===== src/rtl/mips_fetch_pkg.sv =====
// Shared types and constants for the instruction fetch path.
// Contents: fetch_state_t (FSM encoding), INSTR_BYTES (bytes per
// instruction word), PC_STEP (sequential PC increment).
package mips_fetch_pkg;

  typedef enum logic [1:0] {
    FETCH = 2'd0,
    VALID = 2'd1,
    FAULT = 2'd2
  } fetch_state_t;

  localparam int          INSTR_BYTES = 4;
  localparam logic [31:0] PC_STEP     = 32'd4;

endpackage


===== src/rtl/fetch_byte_assembler.sv =====
// Collects instruction bytes big-endian into a 32-bit word.
// Only the first three bytes are stored; the fourth is taken straight
// from i_byte so the finished word is available in the same cycle the
// last byte arrives (o_done).
// Ports:
//   clk, rst_n  clock, async active-low reset
//   i_clear     restart assembly (discard stored bytes)
//   i_shift     i_byte is a valid instruction byte this cycle
//   i_byte      byte from instruction memory
//   o_word      {stored bytes, i_byte}, byte0 in [31:24]
//   o_done      the byte being shifted completes the word
module fetch_byte_assembler
  import mips_fetch_pkg::*;
(
  input  logic        clk,
  input  logic        rst_n,
  input  logic        i_clear,
  input  logic        i_shift,
  input  logic [7:0]  i_byte,
  output logic [31:0] o_word,
  output logic        o_done
);

  logic [23:0] r_sr;
  logic [1:0]  r_count;

  always_ff @(posedge clk or negedge rst_n) begin
    if (!rst_n) begin
      r_sr    <= '0;
      r_count <= '0;
    end else if (i_clear) begin
      r_sr    <= '0;
      r_count <= '0;
    end else if (i_shift) begin
      r_sr    <= {r_sr[15:0], i_byte};
      r_count <= r_count + 2'd1;
    end
  end

  assign o_word = {r_sr, i_byte};
  assign o_done = i_shift && (r_count == 2'(INSTR_BYTES - 1));

endmodule


===== src/rtl/fetch_sequencer.sv =====
// Instruction fetch sequencer: owns the PC, reads four bytes per
// instruction from a 256x8 synchronous-read memory, and hands the
// assembled word to decode over a valid/ready handshake. Redirects from
// execute abort any partial fetch.
// Optional build macro: FETCH_ALIGN_CHECK_EN -- misaligned redirect
// targets park the sequencer in FAULT with fetch_fault=1 until an
// aligned redirect arrives. Undefined: fetch_fault is tied 0.
// Ports:
//   clk, rst_n                  clock, async active-low reset
//   redirect_valid/_addr        branch/jump target from execute
//   mem_rd_en/mem_addr/mem_rdata  instruction memory read port
//   instr_valid/instr_ready     handshake to decode
//   instr_data/instr_pc/instr_pc_plus4  instruction and its address
//   fetch_fault                 misaligned redirect flag
//
// state | meaning
// FETCH | cnt 0..3 issue byte reads, cnt 1..4 collect bytes, cnt 4 load
// VALID | instruction held for decode until instr_ready
// FAULT | misaligned redirect seen (FETCH_ALIGN_CHECK_EN builds only)
module fetch_sequencer
  import mips_fetch_pkg::*;
#(
  parameter int          ADDR_W   = 8,
  parameter logic [31:0] RESET_PC = 32'h0000_0000
) (
  input  logic              clk,
  input  logic              rst_n,
  input  logic              redirect_valid,
  input  logic [31:0]       redirect_addr,
  output logic              mem_rd_en,
  output logic [ADDR_W-1:0] mem_addr,
  input  logic [7:0]        mem_rdata,
  output logic              instr_valid,
  input  logic              instr_ready,
  output logic [31:0]       instr_data,
  output logic [31:0]       instr_pc,
  output logic [31:0]       instr_pc_plus4,
  output logic              fetch_fault
);

  fetch_state_t r_state, w_state_nxt;
  logic [31:0]  r_pc, w_pc_nxt;
  logic [2:0]   r_cnt, w_cnt_nxt;
  logic         r_instr_valid, w_valid_nxt;
  logic [31:0]  r_instr_data;
  logic [31:0]  r_instr_pc;
  logic         w_load;
  logic         w_rd_en;
  logic         w_shift;
  logic         w_clear;
  logic [31:0]  w_word;
  logic         w_done;

  // Kept outside the next-state block so the assembler's done flag does
  // not form a combinational loop back through it.
  assign w_shift = (r_state == FETCH) && (r_cnt != 3'd0) && !redirect_valid;
  assign w_clear = redirect_valid || ((r_state == FETCH) && (r_cnt == 3'd0));

  fetch_byte_assembler u_asm (
    .clk     (clk),
    .rst_n   (rst_n),
    .i_clear (w_clear),
    .i_shift (w_shift),
    .i_byte  (mem_rdata),
    .o_word  (w_word),
    .o_done  (w_done)
  );

`ifdef FETCH_ALIGN_CHECK_EN
  logic r_fault, w_fault_nxt;
`endif

  always_ff @(posedge clk or negedge rst_n) begin
    if (!rst_n) r_state <= FETCH;
    else        r_state <= w_state_nxt;
  end

  always_comb begin
    w_state_nxt = r_state;
    w_pc_nxt    = r_pc;
    w_cnt_nxt   = r_cnt;
    w_valid_nxt = r_instr_valid;
    w_load      = 1'b0;
    w_rd_en     = 1'b0;
`ifdef FETCH_ALIGN_CHECK_EN
    w_fault_nxt = r_fault;
`endif
    unique case (r_state)
      FETCH: begin
        w_rd_en = (r_cnt < 3'(INSTR_BYTES));
        if (w_done) begin
          w_load      = 1'b1;
          w_valid_nxt = 1'b1;
          w_cnt_nxt   = 3'd0;
          w_state_nxt = VALID;
        end else if (r_cnt < 3'(INSTR_BYTES)) begin
          w_cnt_nxt = r_cnt + 3'd1;
        end
      end
      VALID: begin
        if (instr_ready) begin
          w_pc_nxt    = r_pc + PC_STEP;
          w_valid_nxt = 1'b0;
          w_cnt_nxt   = 3'd0;
          w_state_nxt = FETCH;
        end
      end
      default: begin
        // FAULT: idle until redirected.
      end
    endcase

    // Redirect overrides everything; a coincident handshake still
    // completes since instr_valid drops and decode has taken the word.
    if (redirect_valid) begin
      w_pc_nxt    = redirect_addr;
      w_cnt_nxt   = 3'd0;
      w_valid_nxt = 1'b0;
      w_load      = 1'b0;
      w_state_nxt = FETCH;
`ifdef FETCH_ALIGN_CHECK_EN
      if (redirect_addr[1:0] != 2'b00) begin
        w_state_nxt = FAULT;
        w_fault_nxt = 1'b1;
      end else begin
        w_fault_nxt = 1'b0;
      end
`endif
    end
  end

  always_ff @(posedge clk or negedge rst_n) begin
    if (!rst_n) begin
      r_pc          <= RESET_PC;
      r_cnt         <= 3'd0;
      r_instr_valid <= 1'b0;
      r_instr_data  <= 32'd0;
      r_instr_pc    <= RESET_PC;
    end else begin
      r_pc          <= w_pc_nxt;
      r_cnt         <= w_cnt_nxt;
      r_instr_valid <= w_valid_nxt;
      if (w_load) begin
        r_instr_data <= w_word;
        r_instr_pc   <= r_pc;
      end
    end
  end

`ifdef FETCH_ALIGN_CHECK_EN
  always_ff @(posedge clk or negedge rst_n) begin
    if (!rst_n) r_fault <= 1'b0;
    else        r_fault <= w_fault_nxt;
  end
  assign fetch_fault = r_fault;
`else
  assign fetch_fault = 1'b0;
`endif

  // Gated with rst_n so no strobe escapes while reset is held.
  assign mem_rd_en      = rst_n && w_rd_en;
  assign mem_addr       = r_pc[ADDR_W-1:0] + ADDR_W'(r_cnt);
  assign instr_valid    = r_instr_valid;
  assign instr_data     = r_instr_data;
  assign instr_pc       = r_instr_pc;
  assign instr_pc_plus4 = r_instr_pc + PC_STEP;

endmodule

===== config.mk =====
export PLATFORM = sky130hd
export DESIGN_NAME = fetch_sequencer
export DESIGN_NICKNAME = d
export VERILOG_FILES = /design/src/rtl/mips_fetch_pkg.sv /design/src/rtl/fetch_byte_assembler.sv /design/src/rtl/fetch_sequencer.sv
export SDC_FILE = /design/constraint.sdc
export NUM_CORES = 1
export LEC_CHECK = 0
export ABC_AREA = 1
export CAP_MARGIN = 5
export CORE_AREA = 5 5 121 123
export DETAILED_ROUTE_END_ITERATION = 16
export DIE_AREA = 0 0 126 128
export HOLD_SLACK_MARGIN = 0.15
export PLACE_DENSITY_LB_ADDON = 0.08
export SLEW_MARGIN = 10
export SYNTH_ARGS = -nofsm -noshare
export SYNTH_HDL_FRONTEND = slang
export SYNTH_SLANG_ARGS = --single-unit

===== constraint.sdc =====
create_clock -name clk -period 1.9 [get_ports clk]
set_input_delay 0.38 -clock clk [delete_from_list [all_inputs] [get_ports clk]]
set_output_delay 0.38 -clock clk [all_outputs]
set_load 0.005 [all_outputs]

==> flow_metrics.tcl <==
set metrics [dict create \
    drv_slew 0 \
    synthesis.area_sq_mm 0.006684 \
    syn-mean-instance-area_sq_um 7.929 \
    h-tree-depth 4 \
    synth-seq-cells 126 \
    diodes 0 \
    cp_slowest_cell "fa_2" \
    maxCapViolCount 0 \
    num_rows 43 \
    numCtsBuffers 17 \
    root_buffer "clkbuf_16" \
    dieArea_sq_mm 0.01613 \
    postRouteAntennaNets 0 \
    maxSlewHeadroom_pct 54.76 \
    dr.pass1.iters 6 \
    fin_crit_ps 2275 \
    grt_pass1_wl_um 31470 \
    synth_top_family_by_area "simple AND/OR/NAND/NOR gates" \
    setup_viol_count_final 33 \
    cpPeakStageDelay_ps 380 \
    grt_overflow_total 0 \
    vias_per_cell 4.902 \
    leakage_nw 4.875 \
    io_pins 151 \
    drive_gt1_share_pct 24.11 \
    worst_slew_pin_slew_ps 678.6 \
    finalHoldViolCount 0 \
    cts_tree "built" \
    synthAdderAreaFrac_pct 1.797 \
    synthMuxAreaShare_pct 0.6739 \
    crit_cells 7 \
    design.core.area_sq_mm 0.01356 \
    cts.sinks 126 \
    grt_max_degree 127 \
    cp_max_fo 2 \
    grtUsageMet1_pct 29.68 \
    vdd_drop_max_v 0.0006685 \
    antenna_found_initial 0 \
    area_growth_pct 49.83 \
    fin_crit_sh_pct 119.7 \
    cp-start-kind "register" \
    worst_setup_hold_path_clk_slew_ps 60 \
    grt_pass1_vias 6511 \
    clk_path_buf_depth 2 \
    syn_inst 843 \
    use_met3_pct 6.750 \
    crit_required_ps 1520 \
    grt_util_all_layers_pct 24.27 \
    worstHoldPathType "register to register" \
    status "complete, but fails checks" \
    drt_iter0_markers 332 \
    layout_commonest_cell "nand2_1" \
    hpwl_um 13660 \
    yosys_warnings 0 \
    routabilityCongestion 0.8970 \
    met2_usage_pct 41.69 \
    port_buffers 149 \
    worst_slack_ps -375.2 \
    synthesis.nets 896 \
    die_x_um 126 \
    synth.distinct_cells 40 \
    cp_cell_sequence "ha_2 > inv_2 > fa_2 > o22ai_4 > nand2_1 > xor2_1 > buf_2" \
    r2r_setup_slack_ps 160 \
    end_kind "primary output" \
    crit_type "register to primary output" \
    powerDensity_mw_per_mm2 885.4 \
    die_height_um 128 \
    finClkSkew_ps 9.138 \
    crit_buf_inv 2 \
    rsz0062_at_grt "true" \
    place_area_sq_mm 0.008999 \
    grt.busiest_layer "met2" \
    via_count 6392 \
    yosys.area_share.xor_xnor_pct 5.110 \
    p_total_mw 8.867 \
    final_net_count 1164 \
    arrival_ps 1900 \
    drc 0 \
    whs_path_depth 2 \
    start_util_pct 49.30 \
    clk_latency_ps 420 \
    synth-simple-area-share_pct 26.02 \
    mostFrequentLayoutCells "233 x nand2_1, 125 x dfrtp_1, 107 x buf_4, 103 x clkdlybuf4s50_1, 100 x inv_1" \
    seq_area_frac_synth_pct 47.17 \
    violations "setup timing" \
    r2r_cells 9 \
    path_delay_family "adder cells" \
    wl_per_cell_um 14.82 \
    timing.fmax_ghz 0.4395 \
    synth_compound_area_share_pct 10.54 \
    stdcell_area_sq_mm 0.01001 \
    route.final.wire_length_um 19330 \
]
-- metrics by stage --
stage	util (%)	TNS (ps)	hold WS [ps]	instances	setup WS, ps
6_report	73.86	-8789	482.1	1304	-375.2
3_5_place_dp	66.37	-7615	472.6	1238	-429.8
3_3_place_gp	66.37	-6741	467.1	1238	-390.1
4_1_cts	72.69	-8830	487.3	1292	-376.9
2_1_floorplan	-	0	84.41	843	65.91
5_1_grt	73.86	-12040	510.6	1304	-496.0
-- final timing paths --
check                              start             to
min                        instr_data[5]  instr_data[5]
min in group asynchronous          rst_n        r_pc[0]
max                              r_pc[0]    mem_addr[6]
max reg2reg                      r_pc[3]       r_pc[20]
max in group asynchronous          rst_n    instr_pc[6]
min reg2reg                instr_data[5]  instr_data[5]
-- timing repair --
| action | 4_1_cts | 5_1_grt |
|---|---|---|
| buffers inserted | 23 | 14 |
| gates resized for setup | 192 | 32 |
| hold buffers | 1 | 0 |
| pin swaps | 46 | 28 |
| hold endpoints to repair | 126 | 0 |
| setup endpoints to repair | 39 | 41 |
-- cell families after synthesis --
| kind of cell | count (synthesis) |
|---|---|
| AOI/OAI and AO/OA | 124 |
| xor gates and xnor gates | 39 |
| adders and majority gates | 9 |
| buffers and inverters | 138 |
| DFF | 126 |
| muxes | 3 |
| other | 1 |
| and+or+nand+nor | 403 |
-- power by group --
group	total, mW	switching (mW)	internal (mW)
Clock	3.23	1.36	1.87
Sequential	3.28	0.275	3.01
Combinational	2.36	1.04	1.32
Total	8.87	2.67	6.19
-- layout make-up --
cell class / instances / area [sq um]
Fill cell: 1082 / 3543
Multi-Input combinational cell: 579 / 3204
Sequential cell: 126 / 3154
Timing Repair Buffer: 278 / 2425
Clock buffer: 17 / 425.4
Inverter: 109 / 416.7
Tap cell: 180 / 225.2
Clock inverter: 15 / 163.9
-- layer usage --
layer,share of wire [%],vias to the layer above
li1,-,3236
met1,41,2943
met2,49,178
met3,6.6,35
met4,2.5,0
met5,0,-
-- state kept, by name, summed over array words and instances (netlist names) --
signal         count
r_cnt              3
instr_pc          32
instr_data        32
u_asm.r_count      2
instr_valid        1
r_pc              32
u_asm.r_sr        24
-- cells in the mapped netlist --
master / number / area, sq um
a21oi_1: 4 / 20.02
nand4_4: 1 / 21.27
nor2_4: 7 / 78.83
buf_2: 4 / 20.02
o211ai_1: 7 / 52.55
nor3_1: 9 / 45.04
nand2_1: 245 / 919.6
xor2_1: 28 / 245.2
inv_1: 106 / 397.9
o21ai_0: 67 / 335.3
o21ai_1: 11 / 55.05
o22ai_1: 27 / 168.9
ha_1: 8 / 100.1
nor3_4: 1 / 16.27
nand4_1: 10 / 62.56
a22o_1: 1 / 8.760
nand2_4: 2 / 22.52
buf_4: 3 / 22.52
nor2_2: 1 / 6.260
and2_1: 1 / 6.260
a22oi_1: 1 / 7.510
buf_6: 5 / 56.30
nor3b_1: 2 / 15.01
nand2_2: 4 / 25.02
a21oi_4: 1 / 16.27
clkinv_4: 1 / 8.760
fa_1: 1 / 20.02
xnor2_1: 11 / 96.34
dfrtp_1: 126 / 3153
a31oi_1: 1 / 6.260
o221ai_1: 3 / 26.28
nor2_1: 69 / 259.0
o21a_1: 1 / 7.510
nand3_1: 49 / 245.2
conb_1: 1 / 3.750
nand3_2: 1 / 10.01
and3_1: 1 / 6.260
inv_2: 2 / 7.510
mux2_4: 3 / 45.04
clkbuf_1: 17 / 63.81
-- worst min-delay path, stage by stage (launching register included) --
cell and delay, ps:
dfrtp_1 340, nand2_1 50, o21ai_0 60
No activity file was read; power rests on OpenSTA's default activity.
